$ cat src/rtl/hs_inband_fetch_if.sv
`default_nettype none
// ============================================================================
// Module      : hs_inband_fetch_if
// Description : Bus bundle for the inband ring consumer. It holds the burst
//               read channel (rd_*), the consumer index writeback channel
//               (wr_*) and the outbound entry word stream (ent_*).
//               master : the fetch engine side
//               slave  : memory / downstream consumer side
// Revision    : 1.0 - initial release
// ============================================================================
interface hs_inband_fetch_if;
    // Burst read: request/ack, then ENTRY_WORDS in-order return words
    logic        rd_req;
    logic        rd_ack;
    logic [31:0] rd_addr;
    logic        rd_valid;
    logic [31:0] rd_data;
    // Single-word consumer index writeback
    logic        wr_req;
    logic        wr_ack;
    logic [31:0] wr_addr;
    logic [31:0] wr_data;
    // Entry word stream
    logic        ent_valid;
    logic        ent_ready;
    logic [31:0] ent_data;
    logic        ent_last;

    modport master (
        output rd_req, rd_addr,
        input  rd_ack, rd_valid, rd_data,
        output wr_req, wr_addr, wr_data,
        input  wr_ack,
        output ent_valid, ent_data, ent_last,
        input  ent_ready
    );

    modport slave (
        input  rd_req, rd_addr,
        output rd_ack, rd_valid, rd_data,
        input  wr_req, wr_addr, wr_data,
        output wr_ack,
        input  ent_valid, ent_data, ent_last,
        output ent_ready
    );
endinterface
`default_nettype wire

$ cat src/rtl/hs_inband_fetch.sv
`default_nettype none
// ============================================================================
// Module      : hs_inband_fetch
// Description : Inband ring consumer. Fetches ring entries (ENTRY_WORDS x 32b)
//               from host memory into a local word FIFO, streams them out as
//               a valid/ready word stream with an end-of-entry tag, and writes
//               the consumer index back to host memory.
// Ports       : sys_clk, sys_rst_n (async, active-low)
//               ring_enable, inband_base, inband_cons_addr, inband_prod_index
//               inband_cons_index : entries fetched, modulo ring size
//               busy              : FSM not idle or FIFO holding words
//               bus               : hs_inband_fetch_if.master (rd/wr/ent)
// Options     : HS_INBAND_WB_BATCH_EN - coalesce writebacks; one write per
//               WB_BATCH entries or when the ring has been drained.
// Revision    : 1.0 - initial release
// ============================================================================
module hs_inband_fetch #(
    parameter int RING_AW     = 8,
    parameter int ENTRY_WORDS = 4,
    parameter int FIFO_AW     = 4,
    parameter int WB_BATCH    = 8
) (
    input  wire logic        sys_clk,
    input  wire logic        sys_rst_n,
    input  wire logic        ring_enable,
    input  wire logic [31:0] inband_base,
    input  wire logic [31:0] inband_cons_addr,
    input  wire logic [11:0] inband_prod_index,
    output logic      [11:0] inband_cons_index,
    output logic             busy,
    hs_inband_fetch_if.master bus
);

    localparam int c_DEPTH   = 2 ** FIFO_AW;
    localparam int c_SHIFT   = $clog2(ENTRY_WORDS) + 2;
    localparam int c_BEAT_W  = (ENTRY_WORDS > 1) ? $clog2(ENTRY_WORDS) : 1;
    localparam logic [c_BEAT_W-1:0] c_LAST_BEAT = c_BEAT_W'(ENTRY_WORDS - 1);
    // A new burst is only started if the whole entry fits behind what is queued
    localparam logic [FIFO_AW:0]    c_SPACE_MAX = (FIFO_AW + 1)'(c_DEPTH - ENTRY_WORDS);

    typedef enum logic [1:0] {
        S_IDLE    = 2'd0,
        S_RD_REQ  = 2'd1,
        S_RD_DATA = 2'd2,
        S_WB_REQ  = 2'd3
    } state_t;

    state_t              state_q;
    logic [RING_AW-1:0]  cons_q;
    logic [c_BEAT_W-1:0] beat_q;
    logic                discard_q;
    logic                rd_req_q;
    logic [31:0]         rd_addr_q;
    logic                wr_req_q;
    logic [31:0]         wr_addr_q;
    logic [31:0]         wr_data_q;

    logic [32:0]         mem_q [c_DEPTH];
    logic [FIFO_AW-1:0]  wr_ptr_q;
    logic [FIFO_AW-1:0]  rd_ptr_q;
    logic [FIFO_AW:0]    count_q;
    logic [FIFO_AW:0]    count_d;

    logic [RING_AW-1:0]  w_prod;
    logic [RING_AW-1:0]  w_cons_inc;
    logic                w_last_beat;
    logic                w_space;
    logic                w_push;
    logic                w_pop;
    logic                w_valid;
    logic                w_wb_go;

    assign w_prod      = inband_prod_index[RING_AW-1:0];
    assign w_cons_inc  = cons_q + RING_AW'(1);
    assign w_last_beat = (beat_q == c_LAST_BEAT);
    assign w_space     = (count_q <= c_SPACE_MAX);

    generate
        if (RING_AW < 12) begin : g_prod_hi
            wire w_unused_prod_hi = ^inband_prod_index[11:RING_AW];
        end
    endgenerate

`ifdef HS_INBAND_WB_BATCH_EN
    localparam int c_BATCH_W = $clog2(WB_BATCH + 1);
    logic [c_BATCH_W-1:0] batch_q;
    logic [c_BATCH_W-1:0] w_batch_inc;
    logic [RING_AW-1:0]   prod_q;

    assign w_batch_inc = batch_q + c_BATCH_W'(1);
    // Write back on a full batch, or once this entry drains the ring
    assign w_wb_go     = (w_batch_inc == c_BATCH_W'(WB_BATCH)) || (prod_q == w_cons_inc);
`else
    localparam int c_unused_batch = WB_BATCH;
    assign w_wb_go = 1'b1;
`endif

    // ------------------------------------------------------------------
    // Fetch / writeback FSM
    // ------------------------------------------------------------------
    always_ff @(posedge sys_clk or negedge sys_rst_n) begin
        if (!sys_rst_n) begin
            state_q   <= S_IDLE;
            cons_q    <= '0;
            beat_q    <= '0;
            discard_q <= 1'b0;
            rd_req_q  <= 1'b0;
            rd_addr_q <= '0;
            wr_req_q  <= 1'b0;
            wr_addr_q <= '0;
            wr_data_q <= '0;
`ifdef HS_INBAND_WB_BATCH_EN
            batch_q   <= '0;
            prod_q    <= '0;
`endif
        end else begin
            // A disabled ring restarts from index 0; the writeback payload is
            // already captured so an in-flight write is unaffected.
            if (!ring_enable) begin
                cons_q <= '0;
`ifdef HS_INBAND_WB_BATCH_EN
                batch_q <= '0;
`endif
            end

            case (state_q)
                S_IDLE: begin
                    if (ring_enable && (w_prod != cons_q) && w_space) begin
                        state_q   <= S_RD_REQ;
                        rd_req_q  <= 1'b1;
                        rd_addr_q <= inband_base + (32'(cons_q) << c_SHIFT);
`ifdef HS_INBAND_WB_BATCH_EN
                        prod_q    <= w_prod;
`endif
                    end
                end

                S_RD_REQ: begin
                    if (!ring_enable) begin
                        state_q  <= S_IDLE;
                        rd_req_q <= 1'b0;
                    end else if (bus.rd_ack) begin
                        state_q   <= S_RD_DATA;
                        rd_req_q  <= 1'b0;
                        beat_q    <= '0;
                        discard_q <= 1'b0;
                    end
                end

                S_RD_DATA: begin
                    // Once disabled mid-burst, the rest of the burst is still
                    // drained from the bus but never lands in the FIFO.
                    if (!ring_enable) begin
                        discard_q <= 1'b1;
                    end
                    if (bus.rd_valid) begin
                        beat_q <= beat_q + c_BEAT_W'(1);
                        if (w_last_beat) begin
                            discard_q <= 1'b0;
                            if (discard_q || !ring_enable) begin
                                state_q <= S_IDLE;
                            end else begin
                                cons_q <= w_cons_inc;
                                if (w_wb_go) begin
                                    state_q   <= S_WB_REQ;
                                    wr_req_q  <= 1'b1;
                                    wr_addr_q <= inband_cons_addr;
                                    wr_data_q <= 32'(w_cons_inc);
`ifdef HS_INBAND_WB_BATCH_EN
                                    batch_q   <= '0;
`endif
                                end else begin
                                    state_q <= S_IDLE;
`ifdef HS_INBAND_WB_BATCH_EN
                                    batch_q <= w_batch_inc;
`endif
                                end
                            end
                        end
                    end
                end

                S_WB_REQ: begin
                    if (bus.wr_ack) begin
                        state_q  <= S_IDLE;
                        wr_req_q <= 1'b0;
                    end
                end

                default: begin
                    state_q <= S_IDLE;
                end
            endcase
        end
    end

    // ------------------------------------------------------------------
    // Word FIFO (data + end-of-entry tag)
    // ------------------------------------------------------------------
    assign w_push  = (state_q == S_RD_DATA) && bus.rd_valid && !discard_q && ring_enable;
    assign w_valid = (count_q != '0) && ring_enable;
    assign w_pop   = w_valid && bus.ent_ready;

    always_comb begin
        count_d = count_q;
        case ({w_push, w_pop})
            2'b10:   count_d = count_q + (FIFO_AW + 1)'(1);
            2'b01:   count_d = count_q - (FIFO_AW + 1)'(1);
            default: count_d = count_q;
        endcase
    end

    always_ff @(posedge sys_clk) begin
        if (w_push) begin
            mem_q[wr_ptr_q] <= {w_last_beat, bus.rd_data};
        end
    end

    always_ff @(posedge sys_clk or negedge sys_rst_n) begin
        if (!sys_rst_n) begin
            wr_ptr_q <= '0;
            rd_ptr_q <= '0;
            count_q  <= '0;
        end else if (!ring_enable) begin
            wr_ptr_q <= '0;
            rd_ptr_q <= '0;
            count_q  <= '0;
        end else begin
            if (w_push) begin
                wr_ptr_q <= wr_ptr_q + FIFO_AW'(1);
            end
            if (w_pop) begin
                rd_ptr_q <= rd_ptr_q + FIFO_AW'(1);
            end
            count_q <= count_d;
        end
    end

    // ------------------------------------------------------------------
    // Outputs; FIFO read data is masked so idle outputs read as zero
    // ------------------------------------------------------------------
    assign bus.rd_req    = rd_req_q;
    assign bus.rd_addr   = rd_addr_q;
    assign bus.wr_req    = wr_req_q;
    assign bus.wr_addr   = wr_addr_q;
    assign bus.wr_data   = wr_data_q;
    assign bus.ent_valid = w_valid;
    assign bus.ent_data  = w_valid ? mem_q[rd_ptr_q][31:0] : 32'h0;
    assign bus.ent_last  = w_valid ? mem_q[rd_ptr_q][32]   : 1'b0;

    assign inband_cons_index = 12'(cons_q);
    assign busy              = (state_q != S_IDLE) || (count_q != '0);

endmodule
`default_nettype wire

$ cat src/flat_wrapper.sv
// flat-port wrapper written by rule: the top's interface ports become plain ports
module hs_inband_fetch_flat 
#(
    parameter int RING_AW     = 8,
    parameter int ENTRY_WORDS = 4,
    parameter int FIFO_AW     = 4,
    parameter int WB_BATCH    = 8
)
  (sys_clk, sys_rst_n, ring_enable, inband_base, inband_cons_addr, inband_prod_index, inband_cons_index, busy, bus_rd_req, bus_rd_addr, bus_rd_ack, bus_rd_valid, bus_rd_data, bus_wr_req, bus_wr_addr, bus_wr_data, bus_wr_ack, bus_ent_valid, bus_ent_data, bus_ent_last, bus_ent_ready);
  hs_inband_fetch_if bus_i ();
  input  wire logic sys_clk;
  input  wire logic sys_rst_n;
  input  wire logic ring_enable;
  input  wire logic [31:0] inband_base;
  input  wire logic [31:0] inband_cons_addr;
  input  wire logic [11:0] inband_prod_index;
  output logic      [11:0] inband_cons_index;
  output logic busy;
  output wire logic [$bits(bus_i.rd_req)-1:0] bus_rd_req;
  output wire logic [$bits(bus_i.rd_addr)-1:0] bus_rd_addr;
  input wire logic [$bits(bus_i.rd_ack)-1:0] bus_rd_ack;
  input wire logic [$bits(bus_i.rd_valid)-1:0] bus_rd_valid;
  input wire logic [$bits(bus_i.rd_data)-1:0] bus_rd_data;
  output wire logic [$bits(bus_i.wr_req)-1:0] bus_wr_req;
  output wire logic [$bits(bus_i.wr_addr)-1:0] bus_wr_addr;
  output wire logic [$bits(bus_i.wr_data)-1:0] bus_wr_data;
  input wire logic [$bits(bus_i.wr_ack)-1:0] bus_wr_ack;
  output wire logic [$bits(bus_i.ent_valid)-1:0] bus_ent_valid;
  output wire logic [$bits(bus_i.ent_data)-1:0] bus_ent_data;
  output wire logic [$bits(bus_i.ent_last)-1:0] bus_ent_last;
  input wire logic [$bits(bus_i.ent_ready)-1:0] bus_ent_ready;
  assign bus_rd_req = bus_i.rd_req;
  assign bus_rd_addr = bus_i.rd_addr;
  assign bus_i.rd_ack = bus_rd_ack;
  assign bus_i.rd_valid = bus_rd_valid;
  assign bus_i.rd_data = bus_rd_data;
  assign bus_wr_req = bus_i.wr_req;
  assign bus_wr_addr = bus_i.wr_addr;
  assign bus_wr_data = bus_i.wr_data;
  assign bus_i.wr_ack = bus_wr_ack;
  assign bus_ent_valid = bus_i.ent_valid;
  assign bus_ent_data = bus_i.ent_data;
  assign bus_ent_last = bus_i.ent_last;
  assign bus_i.ent_ready = bus_ent_ready;
  hs_inband_fetch #(.RING_AW(RING_AW), .ENTRY_WORDS(ENTRY_WORDS), .FIFO_AW(FIFO_AW), .WB_BATCH(WB_BATCH)) u_core (.sys_clk(sys_clk), .sys_rst_n(sys_rst_n), .ring_enable(ring_enable), .inband_base(inband_base), .inband_cons_addr(inband_cons_addr), .inband_prod_index(inband_prod_index), .inband_cons_index(inband_cons_index), .busy(busy), .bus(bus_i));
endmodule
$ cat config.mk
export PLATFORM = sky130hd
export DESIGN_NAME = hs_inband_fetch_flat
export DESIGN_NICKNAME = d
export VERILOG_FILES = /design/src/rtl/hs_inband_fetch_if.sv /design/src/rtl/hs_inband_fetch.sv /design/src/flat_wrapper.sv
export SDC_FILE = /design/constraint.sdc
export NUM_CORES = 1
export LEC_CHECK = 0
export ABC_CLOCK_PERIOD_IN_PS = 5700
export CAP_MARGIN = 10
export CORE_MARGIN = 8
export CORE_UTILIZATION = 35
export CTS_BUF_LIST = sky130_fd_sc_hd__clkbuf_8
export DETAILED_ROUTE_END_ITERATION = 16
export PLACE_DENSITY = 0.62
export SLEW_MARGIN = 0
export SYNTH_ARGS = -nofsm -noshare
export SYNTH_HDL_FRONTEND = slang
export SYNTH_SLANG_ARGS = --single-unit
$ cat constraint.sdc
create_clock -name sys_clk -period 5.7 [get_ports sys_clk]
set_input_delay 1.14 -clock sys_clk [delete_from_list [all_inputs] [get_ports sys_clk]]
set_output_delay 1.14 -clock sys_clk [all_outputs]
set_load 0.05 [all_outputs]
==> impl_metrics.ini <==
[clock_network]
clock_path_buffers = 3
htree_levels = 3
clock_latency_ns = 0.71
cts_tree = yes
cts_resized = 0
clkTransAtPathRegs_ns = 0.06
cts_setup_buffers = 0
clockRootBuffer = clkbuf_8
numCtsBuffers = 104
cts_hold_buf = 0
clock_sinks = 628

[floorplanning]
die_x_um = 285
io_pins = 260
initial_core_util = 0.354
die_y_um = 285
core_region_area_mm2 = 0.0717
rows = 98
dieArea_mm2 = 0.0815

[sta]
min_period_ns = 4.98
hold_viol_final = 0
setup_viol = 0
worst_slew_pin_slew_ns = 1.16
holdWs_ns = 0.482
tns_ns = 0
finClkSkew_ns = 0.0514
timing.fmax_ghz = 0.201
finalMaxSlewViolations = 0
grt_setup_unrepaired = no
post-route-period-util = 0.874
relSlewSlack = 0.227

[global_routing]
grt_pass1_wl_mm = 91.8
grt_pass1_vias = 13900
grt_antenna_before_repair = 2
grt_max_degree = 72
gr-total-overflow = 0
grt_usage = 0.149

[finish]
drive_above_1_share = 0.251
layout_commonest_cell = edfxtp_1
stdcell_count = 2631
nNetsFinal = 1728
fin_util = 0.429
area_growth_pct = 21.3
layout_common_cells = edfxtp_1, clkdlybuf4s50_1, mux4_2, clkbuf_8, dfrtp_1
fillCellCount = 6286
antenna_cells = 0

[drt]
routed_wl_mm = 62.1
vias_per_cell = 5.07
drc = 0
drt_iter0_drc = 952
drtPass1Iterations = 5
detail_route.wl_per_cell_um = 23.6
ant_nets = 0
routed-via-count = 13300

[logic_synthesis]
avgSynthCellArea_um2 = 19.8
synth_ff_type = edfxtp_1
synthesis.area_mm2 = 0.0254
async_flop_share = 0.159
synthDistinctLibCells = 59
synth-seq-cells = 628
yosysSeqAreaShare = 0.723
yosysWarnings = 0
synth_edf_count = 528
synthCells = 1286

[pwr]
finalPower_uw = 13000
powerDensity_mw_per_mm2 = 424
p_leak_uw = 0.0104
peakVddDrop_uv = 378

[worst_setup_path]
path_class = reg2out
worstSetupEndpointType = output pin
r2r_start = u_core.state_q[0]$_DFFE_PN0P_
crit_fanout = 71
slowest_stage = clkdlybuf4s50_1
worst_path_most_repeated_cell = mux4_2
critPathLaunchType = register
crit_arrival_ns = 3.84
worstPathRequired_ns = 4.56
cp_slowest_stage_delay_ns = 0.73
r2r_cells = 6
r2r_end = u_core.mem_q[7][13]$_DFFE_PP_
ff2ff_setup_slack_ns = 2.56
path_cells = buf_12, mux4_2, mux4_2, and3_1, clkdlybuf4s50_1

[min_path]
hold_depth = 1
min_from = u_core.bus.wr_data[6]$_DFFE_PN0P_
hold_end = u_core.bus.wr_data[6]$_DFFE_PN0P_
hp-class = reg2reg

[placed_design]
place_inst = 2439
place.gp.congestion = 0.763
hpwl_mm = 36.7
numPortBuffers = 227

[run_status]
status = finished clean

[flow_run]
max-cap-violations = 0
[critical path: cells and delay by family, from the launching register on]
kind,cells,cell delay (ns)
flip-flops,1,0.54
multiplexers,2,1.06
buffers and inverters,2,1.21
AND/OR/NAND/NOR,1,0.26
[per-stage QoR]
step / worst slack, ns / cell area, µm²
after global placement: 1.37 / 28800
after detailed placement: 1.36 / 28800
after global routing: 0.496 / 30800
after CTS: 0.600 / 30800
final: 0.716 / 30800
after floorplan: 0.224 / 25500
[report_power, final]
group	switching (µW)	total [µW]	internal, µW	leakage, µW
registers	217	5500	5280	0.00602
clock network	1830	3750	1920	0.00112
logic	2220	3800	1570	0.00330
total	4270	13000	8780	0.0104
[cell type report]
type                    count  area, µm²  area share
flip-flops and latches    628      18400       0.596
multi-input cells         582       6600       0.214
repair buffers            272       2650      0.0861
clock buffers             108       1490      0.0482
well taps                 950       1190      0.0386
clock inverters            84        488      0.0158
inverters                   7       26.3    0.000853
[flip-flops by register name (all words and copies together) (netlist names)]
name                flops
u_core.beat_q           2
u_core.bus.rd_addr     32
u_core.bus.rd_req       1
u_core.bus.wr_addr     32
u_core.bus.wr_data      8
u_core.bus.wr_req       1
u_core.cons_q           8
u_core.count_q          5
u_core.discard_q        1
u_core.mem_q          528
u_core.rd_ptr_q         4
u_core.state_q          2
u_core.wr_ptr_q         4
[worst max path at each step]
| stage | from | to |
|---|---|---|
| after floorplan | bus_rd_valid | u_core.mem_q[3][0]$_DFFE_PP_ |
| after global placement | u_core.rd_ptr_q[0]$_DFFE_PN0P_ | bus_ent_data[31] |
| after detailed placement | ring_enable | u_core.mem_q[1][28]$_DFFE_PP_ |
| after CTS | u_core.rd_ptr_q[0]$_DFFE_PN0P_ | bus_ent_data[19] |
| after global routing | u_core.rd_ptr_q[0]$_DFFE_PN0P_ | bus_ent_data[20] |
| final | u_core.rd_ptr_q[0]$_DFFE_PN0P_ | bus_ent_data[19] |
[cell usage after synthesis (all sizes together) (11+ instances only)]
master / count / area [µm²]
nand3: 22 / 110
dfrtp: 100 / 2500
ha: 17 / 213
xor2: 11 / 96.3
a21oi: 37 / 185
mux2: 46 / 518
o21ai: 19 / 95.1
xnor2: 38 / 333
and3: 46 / 288
clkbuf: 35 / 131
edfxtp: 528 / 15900
mux4: 165 / 3720
buf: 61 / 418
nor2: 48 / 180
nand2: 25 / 93.8
a21o: 11 / 82.6
[per-layer routing]
| layer | vias to the layer above | share of wire | GRT usage |
|---|---|---|---|
| met5 | - | 0.00021 | 0 |
| met4 | 2 | 0.021 | 0.0392 |
| met3 | 107 | 0.073 | 0.0373 |
| met2 | 523 | 0.49 | 0.246 |
| met1 | 6902 | 0.42 | 0.195 |
| li1 | 5795 | - | - |
[kinds of logic after synthesis]
logic type                 synth area share
AOI/OAI and AO/OA                    0.0235
xor gates and xnor gates             0.0169
muxes                                 0.167
buffers and inverters                0.0227
and+or+nand+nor                      0.0374
adders and majority gates           0.00916
other                              0.000148
DFF                                   0.723
Power figures use the tool's default switching activity.
